## src/rtl/memory_arbiter_pkg.sv

```systemverilog
// Shared memory-side types: bus word, RAM handshake state, arbiter state.
// Imported by the cache control interface and the arbiter.
package cpu_types_pkg;

    typedef logic [31:0] word_t;

    typedef enum logic [1:0] {
        FREE   = 2'd0,
        BUSY   = 2'd1,
        ACCESS = 2'd2,
        ERROR  = 2'd3
    } ramstate_t;

    typedef enum logic [1:0] {
        IDLE   = 2'd0,
        DGRANT = 2'd1,
        IGRANT = 2'd2
    } arb_state_t;

endpackage

```

## src/rtl/memory_arbiter_if.sv

```systemverilog
// Cache <-> memory-controller control bundle.
// cc is the controller end; caches is the cache/RAM end.
interface cache_control_if;
    import cpu_types_pkg::*;

    logic      iREN, dREN, dWEN;
    word_t     iaddr, daddr, dstore;
    logic      iwait, dwait;
    word_t     iload, dload;
    logic      ramREN, ramWEN;
    word_t     ramaddr, ramstore, ramload;
    ramstate_t ramstate;
    logic      ccwait, ccinv;
    word_t     ccsnoopaddr;
    logic      ccwrite, cctrans;

    modport cc (
        input  iREN, dREN, dWEN,
        input  iaddr, daddr, dstore,
        input  ramload, ramstate,
        input  ccwrite, cctrans,
        output iwait, dwait, iload, dload,
        output ramREN, ramWEN, ramaddr, ramstore,
        output ccwait, ccinv, ccsnoopaddr
    );

    modport caches (
        output iREN, dREN, dWEN,
        output iaddr, daddr, dstore,
        output ramload, ramstate,
        output ccwrite, cctrans,
        input  iwait, dwait, iload, dload,
        input  ramREN, ramWEN, ramaddr, ramstore,
        input  ccwait, ccinv, ccsnoopaddr
    );

endinterface

```

## src/rtl/memory_arbiter.sv

```systemverilog
// Single-port RAM arbiter between icache and dcache, dcache-first
// with a starvation cap that forces an icache grant.
module memory_arbiter
    import cpu_types_pkg::*;
#(
    parameter int STARVE_MAX = 4
) (
    input logic       CLK,
    input logic       nRST,
    cache_control_if.cc ccif
);

    localparam int CW = $clog2(STARVE_MAX + 1);
    typedef logic [CW-1:0] cnt_t;
    localparam cnt_t CMAX = cnt_t'(STARVE_MAX);

    arb_state_t state_q, state_d, st;
    cnt_t       starve_q, starve_d;
    logic       dreq, acc;

    assign dreq = ccif.dREN | ccif.dWEN;
    assign acc  = (ccif.ramstate == ACCESS);

    always_comb begin
        state_d  = state_q;
        starve_d = starve_q;
        unique case (state_q)
            IDLE: begin
                if (ccif.iREN && starve_q == CMAX) begin
                    state_d  = IGRANT;
                    starve_d = '0;
                end else if (dreq) begin
                    state_d = DGRANT;
                    if (ccif.iREN && starve_q != CMAX)
                        starve_d = starve_q + cnt_t'(1);
                end else if (ccif.iREN) begin
                    state_d  = IGRANT;
                    starve_d = '0;
                end
            end
            DGRANT: if (!dreq || acc) state_d = IDLE;
            IGRANT: if (!ccif.iREN || acc) state_d = IDLE;
            default: state_d = IDLE;
        endcase
    end

    always_ff @(posedge CLK) begin
        if (!nRST) begin
            state_q  <= IDLE;
            starve_q <= '0;
        end else begin
            state_q  <= state_d;
            starve_q <= starve_d;
        end
    end

    // Decode as IDLE while reset is held so no wait can drop mid-reset.
    assign st = nRST ? state_q : IDLE;

    always_comb begin
        ccif.iwait    = 1'b1;
        ccif.dwait    = 1'b1;
        ccif.ramREN   = 1'b0;
        ccif.ramWEN   = 1'b0;
        ccif.ramaddr  = '0;
        ccif.ramstore = '0;
        unique case (st)
            DGRANT: begin
                ccif.ramaddr  = ccif.daddr;
                ccif.ramstore = ccif.dstore;
                ccif.ramWEN   = ccif.dWEN;
                ccif.ramREN   = ccif.dREN & ~ccif.dWEN;
                ccif.dwait    = ~acc;
            end
            IGRANT: begin
                ccif.ramaddr = ccif.iaddr;
                ccif.ramREN  = 1'b1;
                ccif.iwait   = ~acc;
            end
            default: ;
        endcase
    end

    assign ccif.iload       = ccif.ramload;
    assign ccif.dload       = ccif.ramload;
    assign ccif.ccwait      = 1'b0;
    assign ccif.ccinv       = 1'b0;
    assign ccif.ccsnoopaddr = '0;

endmodule

```

## src/flat_wrapper.sv

```systemverilog
// flat-port wrapper written by rule: the top's interface ports become plain ports
module memory_arbiter_flat import cpu_types_pkg::*;
#(
    parameter int STARVE_MAX = 4
)
  (CLK, nRST, ccif_iREN, ccif_dREN, ccif_dWEN, ccif_iaddr, ccif_daddr, ccif_dstore, ccif_ramload, ccif_ramstate, ccif_ccwrite, ccif_cctrans, ccif_iwait, ccif_dwait, ccif_iload, ccif_dload, ccif_ramREN, ccif_ramWEN, ccif_ramaddr, ccif_ramstore, ccif_ccwait, ccif_ccinv, ccif_ccsnoopaddr);
  cache_control_if ccif_i ();
  input logic CLK;
  input logic nRST;
  input wire logic [$bits(ccif_i.iREN)-1:0] ccif_iREN;
  input wire logic [$bits(ccif_i.dREN)-1:0] ccif_dREN;
  input wire logic [$bits(ccif_i.dWEN)-1:0] ccif_dWEN;
  input wire logic [$bits(ccif_i.iaddr)-1:0] ccif_iaddr;
  input wire logic [$bits(ccif_i.daddr)-1:0] ccif_daddr;
  input wire logic [$bits(ccif_i.dstore)-1:0] ccif_dstore;
  input wire logic [$bits(ccif_i.ramload)-1:0] ccif_ramload;
  input wire logic [$bits(ccif_i.ramstate)-1:0] ccif_ramstate;
  input wire logic [$bits(ccif_i.ccwrite)-1:0] ccif_ccwrite;
  input wire logic [$bits(ccif_i.cctrans)-1:0] ccif_cctrans;
  output wire logic [$bits(ccif_i.iwait)-1:0] ccif_iwait;
  output wire logic [$bits(ccif_i.dwait)-1:0] ccif_dwait;
  output wire logic [$bits(ccif_i.iload)-1:0] ccif_iload;
  output wire logic [$bits(ccif_i.dload)-1:0] ccif_dload;
  output wire logic [$bits(ccif_i.ramREN)-1:0] ccif_ramREN;
  output wire logic [$bits(ccif_i.ramWEN)-1:0] ccif_ramWEN;
  output wire logic [$bits(ccif_i.ramaddr)-1:0] ccif_ramaddr;
  output wire logic [$bits(ccif_i.ramstore)-1:0] ccif_ramstore;
  output wire logic [$bits(ccif_i.ccwait)-1:0] ccif_ccwait;
  output wire logic [$bits(ccif_i.ccinv)-1:0] ccif_ccinv;
  output wire logic [$bits(ccif_i.ccsnoopaddr)-1:0] ccif_ccsnoopaddr;
  assign ccif_i.iREN = ccif_iREN;
  assign ccif_i.dREN = ccif_dREN;
  assign ccif_i.dWEN = ccif_dWEN;
  assign ccif_i.iaddr = ccif_iaddr;
  assign ccif_i.daddr = ccif_daddr;
  assign ccif_i.dstore = ccif_dstore;
  assign ccif_i.ramload = ccif_ramload;
  assign ccif_i.ramstate = ccif_ramstate;
  assign ccif_i.ccwrite = ccif_ccwrite;
  assign ccif_i.cctrans = ccif_cctrans;
  assign ccif_iwait = ccif_i.iwait;
  assign ccif_dwait = ccif_i.dwait;
  assign ccif_iload = ccif_i.iload;
  assign ccif_dload = ccif_i.dload;
  assign ccif_ramREN = ccif_i.ramREN;
  assign ccif_ramWEN = ccif_i.ramWEN;
  assign ccif_ramaddr = ccif_i.ramaddr;
  assign ccif_ramstore = ccif_i.ramstore;
  assign ccif_ccwait = ccif_i.ccwait;
  assign ccif_ccinv = ccif_i.ccinv;
  assign ccif_ccsnoopaddr = ccif_i.ccsnoopaddr;
  memory_arbiter #(.STARVE_MAX(STARVE_MAX)) u_core (.CLK(CLK), .nRST(nRST), .ccif(ccif_i));
endmodule
```

## config.mk

```make
export PLATFORM = sky130hd
export DESIGN_NAME = memory_arbiter_flat
export DESIGN_NICKNAME = d
export VERILOG_FILES = /design/src/rtl/memory_arbiter_pkg.sv /design/src/rtl/memory_arbiter_if.sv /design/src/rtl/memory_arbiter.sv /design/src/flat_wrapper.sv
export SDC_FILE = /design/constraint.sdc
export NUM_CORES = 1
export LEC_CHECK = 0
export BUFFER_PORTS_ARGS = -buffer_cell sky130_fd_sc_hd__buf_2
export CAP_MARGIN = 20
export CORE_AREA = 2 2 118 120
export CTS_BUF_LIST = sky130_fd_sc_hd__clkbuf_2 sky130_fd_sc_hd__clkbuf_4 sky130_fd_sc_hd__clkbuf_8
export CTS_CLUSTER_SIZE = 12
export DETAILED_ROUTE_END_ITERATION = 6
export DIE_AREA = 0 0 120 122
export GPL_TIMING_DRIVEN = 0
export SETUP_SLACK_MARGIN = 0.4
export SLEW_MARGIN = 30
export SYNTH_ARGS = -nofsm -noshare
export SYNTH_HDL_FRONTEND = slang
export SYNTH_SLANG_ARGS = --single-unit
```

## constraint.sdc

```tcl
create_clock -name CLK -period 3.3 [get_ports CLK]
set_input_delay 0.66 -clock CLK [delete_from_list [all_inputs] [get_ports CLK]]
set_output_delay 0.66 -clock CLK [all_outputs]
set_load 0.02 [all_outputs]
```

Word-level counts from Yosys, hierarchy flattened
Cells that the tools add are included.
{ "word_totals": {"ff_bits": 5, "latch_bits": 0, "ram_bits": 0, "rom_bits": 0, "out_inout_bits": 166, "wordCells": 45, "n_memories": 0} }
{ "op_classes": {"addsub": 1, "n_mul": 0, "div_mod_pow": 0, "magnitude_cmp": 0, "n_eq_ne": 11, "shifts": 0, "muxes": 17, "bitwise": 4, "reduce_logical": 10} }
{ "op_table": {"columns": ["op", "count"], "rows": [
  ["$pmux 32 s2", 1],
  ["$mux 32", 1],
  ["$mux 2", 6],
  ["$mux 3", 4],
  ["$eq 2x2->1 const B", 3],
  ["$ne 3x3->1 const B", 2],
  ["$pmux 2 s3", 1],
  ["$reduce_and 3->1", 2],
  ["$eq 2x1->1 const B", 2],
  ["$ne 2x1->1 const B", 2],
  ["$ne 4x2->1 const B", 1],
  ["$add 3x1->3 const B", 1],
  ["$eq 3x3->1 const B", 1],
  ["$mux 1", 3],
  ["$reduce_bool 3->1", 1],
  ["$logic_and 1x1->1", 2],
  ["$logic_not 1->1", 2],
  ["$logic_not 2->1", 1],
  ["$logic_or 1x1->1", 2],
  ["$not 1->1", 2],
  ["$pmux 1 s2", 1],
  ["$and 1x1->1", 1],
  ["$or 1x1->1", 1]
]} }

Logic depth before layout (Yosys ltp)
{ "depth": {"ltp_word": 5, "ltp_mapped": 7} }

Least setup slack after synthesis
OpenSTA, ideal clock, no wires.
{ "synth_timing": {"path_kind": "input to output", "startpoint": "in nRST", "endpoint": "out ccif_ramaddr[0]", "arrival_time_ps": 1688, "slack_ps": 952, "stages": 7, "path_buffers": 2, "path_cell_list": "nand2_1 inv_1 ha_1 buf_2 buf_2 a22oi_1 nor2_1"} }
{ "synth_via": {"elab_chain_len": 3, "word_cells_on_any_way": 4} }
{ "synth_lines": {"columns": ["element", "line_no", "rtl"], "rows": [
  ["start, declared", "flat_wrapper.sv:9", "input logic nRST;"],
  ["$mux 2 *", "memory_arbiter.sv:58", "assign st = nRST ? state_q : IDLE;"],
  ["$eq 2x2->1 / $eq 2x1->1 (equally long branches)", "memory_arbiter.sv:67", "unique case (st)"],
  ["$pmux 32 s2 *", "memory_arbiter.sv:67", null],
  ["end, declared", "flat_wrapper.sv:26", "output wire logic [$bits(ccif_i.ramaddr)-1:0] ccif_ramaddr;"]
]} }
Every way passes the cells marked *; elsewhere a longest branch is shown, timed or not.

Final worst setup path
{ "layout_timing": {"startpoint": "in nRST", "endpoint": "out ccif_ramaddr[12]"} }
Same word-level chain as after synthesis.

==> results.txt <==
* Status: complete, no violations
* Crit Path Class: primary input to primary output
- After floorplanning, the core was sized to cover about 14,000 µm².
* Class of the tightest hold or removal check: flip-flop to flip-flop
- The congestion estimate from routability-driven global placement came to between 0.8 and 0.9.
- Footprint of the multi-input gates: about 910 µm²
- Derived from the worst setup path, the maximum achievable clock frequency is ~370 MHz.
* Count of pins on the block boundary: between 300 and 400
* Number of violations of the max-capacitance limit: 0
- The die is about 120 µm wide.
* Crit Path Max Fanout: 10
- In the routed design, unresolved DRC markers number 0.
- Port buffering added between 200 and 250 buffers.
- Via count: around 2,400
- Across the whole layout, storage elements account for approximately 100 µm².
* Max Buffers Root-to-Sink: 2
* H-Tree Level Count: 1
- Of the cells placed in the final design, the portion with a size suffix greater than 1 is 0.6667.
- Leakage dissipation: 2.006 nW
* Cell count after synthesis: between 200 and 300
- Measured along the y axis, the die boundary spans 122 µm.
- STA classifies the critical path startpoint as a primary input.
- Fraction of post-synthesis cell area in the top cell type by area: 0.4305
* Switching share of power: 0.4245
* Post-synthesis to final-layout area growth: 92.24%
* Logic gate share of total power: 0.678
* Final Critical Period: 2726 ps
* Post-synth ARST share: 0
- Period utilization: 0.8261
- Final total negative setup slack: 0 ps
* Ys Warns: 0
* Worst path setup slack after routing: 574.0 ps
- Vias in the first global route: ~2,000
- Clock latency on the worst-skew pair, taken at its later pin, is around 230 ps.
- The final layout contains routed wiring with a total length of approximately 8000 µm.
- Across every metal layer, demand over resource in global routing totals 0.09240.
- Data arrives at the worst endpoint at 2070 ps.
- The design draws slightly below 0.6 mW.
* Setup repair bufs after CTS: 0
* Part of the total power dissipated in sequential elements: 0.113
- For this run, the post-layout net count is 667.
- Largest net degree at the start of global routing: 11
- TritonCTS built the clock tree.
- Final Instance Count excl. Fillers: about 700
* Finish-stage setup viols: 0
* Slew Limit Fails: 0
- Counting flops with a built-in enable in the synthesized netlist gives 0.
* Wire per inst: 11.39 µm
- Sink count of the clock tree: 5
* Mean instance size in the synthesized netlist: approximately 6.7 µm²
* Wire length of the first global-routing pass: between 10,000 and 15,000 µm
- The initialized floorplan defines 43 standard-cell rows.
- Worst-case register-to-register setup slack: around 2200 ps
* Final std cell area, no fill: ~3300 µm²
- Of the total power, the clock network draws 0.209.
* Number of diodes: 0
- Top post-synthesis cells by area: sky130_fd_sc_hd__buf_4 43%, sky130_fd_sc_hd__a22oi_1 14%, sky130_fd_sc_hd__and2_1 12%, sky130_fd_sc_hd__nor2_1 7.7%, sky130_fd_sc_hd__dfxtp_1 5.9%
* Power density of the placed cells: approximately 180 nW/µm²
- Of all cell types, the one taking the most synthesized area is sky130_fd_sc_hd__buf_4.
- Type of element capturing the critical path: primary output
- The total overflow left after global routing is 0.
* Post-Syn Area: around 1700 µm²
- Fill cells in the final layout number 1,536.
* Average vias per placed instance: 3.401
- Required @ worst endpoint: 2640 ps
* CTS Hold Bufs: 0
- The die covers approximately 15,000 µm².
- After the first detailed-routing iteration, the DRC count stood at between 60 and 70.
* Total CTS buffers: 3
- The placed instances occupy a cell area of about 3200 µm².
* Number of placed instances, taps included: ~700
* Cell internal pwr: about 0.34 mW
* Minimum setup slack after placement: approximately 270 ps
- Counting flops and latches in the post-synthesis netlist gives 5.
- CTS Root Buffer Type: sky130_fd_sc_hd__clkbuf_8
* Initial Utilization: 0.1266
- Number of antenna violations at the first check in global routing: 0
* Sequential-to-total area share from yosys stat: 0.05857
* Net Sw Power: around 0.25 mW
- Worst-case clock skew: 3.950 ps
* Clock slew at the register clock pins of the worst setup and hold paths: about 30 ps
- Highest ir drop seen on vdd: about 0.26 mV
- HPWL after detailed placement: 7072 µm
- By instance count, the leading cell after synthesis is sky130_fd_sc_hd__buf_4.
- The pre-antenna-repair detailed-routing pass consisted of 4 iterations.
* ANT nets after route: 0
- Ys flop type: sky130_fd_sc_hd__dfxtp_1
- The number of hold-slack violations in the final timing report came to 0.
- Synthesis instantiated 25 different standard cells from the library.
* RSZ-0062 raised after global routing: false
- Top cells by count, synth: 98 x sky130_fd_sc_hd__buf_4, 35 x sky130_fd_sc_hd__nor2_1, 33 x sky130_fd_sc_hd__and2_1
[repair_timing]
action                                  4_1_cts  5_1_grt
cloned                                        0        0
pin swaps                                     0        0
endpoints found under the setup margin       28       27
resized for setup                             4        2
[cell type report]
type | count | area share
multi-input combinational | 163 | 0.2768
buffer | 113 | 0.2460
clock buffer | 4 | 0.01485
timing repair buffer | 234 | 0.3564
sequential | 5 | 0.03046
tap | 180 | 0.06855
inverter | 6 | 0.006855
[worst max-delay path, stage by stage]
cell and delay, ps:
sky130_fd_sc_hd__buf_2 130, sky130_fd_sc_hd__nand2_1 100, sky130_fd_sc_hd__inv_1 50, sky130_fd_sc_hd__ha_1 260, sky130_fd_sc_hd__clkbuf_1 310, sky130_fd_sc_hd__clkbuf_2 320
sky130_fd_sc_hd__nor2_1 80, sky130_fd_sc_hd__buf_2 160
[cell families after synthesis]
group | after synthesis | share of synthesized area
compound gates | 39 | 0.1698
fa+ha+maj | 4 | 0.02928
simple gates | 86 | 0.2584
other cells | 1 | 0.002194
flops | 5 | 0.05857
buf+inv | 119 | 0.4817
[metal layers]
layer / vias to the layer above / track usage / share of wire
met3: 2 / 0.02388 / 0.097
li1: 1242 / - / -
met4: 0 / 0.01103 / 0.0050
met2: 128 / 0.1658 / 0.50
met5: - / 0 / 0
met1: 1026 / 0.1140 / 0.40
[cell usage in the layout, fill, tap and decap left out, types with 3 or more instances in the layout]
cell	instances
sky130_fd_sc_hd__and2_1	33
sky130_fd_sc_hd__dfxtp_1	5
sky130_fd_sc_hd__buf_4	99
sky130_fd_sc_hd__conb_1	34
sky130_fd_sc_hd__clkbuf_2	4
sky130_fd_sc_hd__ha_1	4
sky130_fd_sc_hd__clkbuf_8	3
sky130_fd_sc_hd__a22oi_1	32
sky130_fd_sc_hd__nor2_1	35
sky130_fd_sc_hd__clkbuf_1	4
sky130_fd_sc_hd__inv_1	5
sky130_fd_sc_hd__buf_2	240
sky130_fd_sc_hd__nand2_1	7
[final timing paths]
| check | cells after the start | to | startpoint |
|---|---|---|---|
| setup reg to reg | 5 | u_core.starve_q[2] | u_core.starve_q[0] |
| hold / removal | 2 | u_core.starve_q[1] | u_core.starve_q[1] |
| setup / recovery | 8 | ccif_ramaddr[12] | nRST |
| hold reg to reg | 2 | u_core.starve_q[1] | u_core.starve_q[1] |
[power groups by stage]
stage	Sequential (mW)	Combinational, mW	Clock (mW)
floorplan	0.0669	0.265	0
CTS	0.0667	0.402	0.128
detailed placement	0.0677	0.401	0
global placement	0.0675	0.399	0
finish	0.0668	0.402	0.124
global route	0.0676	0.433	0.132
[per-stage QoR]
stage                     utilization  hold WS [ps]
after floorplan                     -         449.3
after global placement         0.2391         465.2
after detailed placement       0.2391         472.7
after CTS                      0.2431         476.9
after global routing           0.2433         516.9
final                          0.2433         472.9
[flip-flops by register name, indices dropped and copies added (netlist names)]
register         cells
u_core.starve_q      3
u_core.state_q       2
Note: power is estimated with default switching activity, not from simulation.
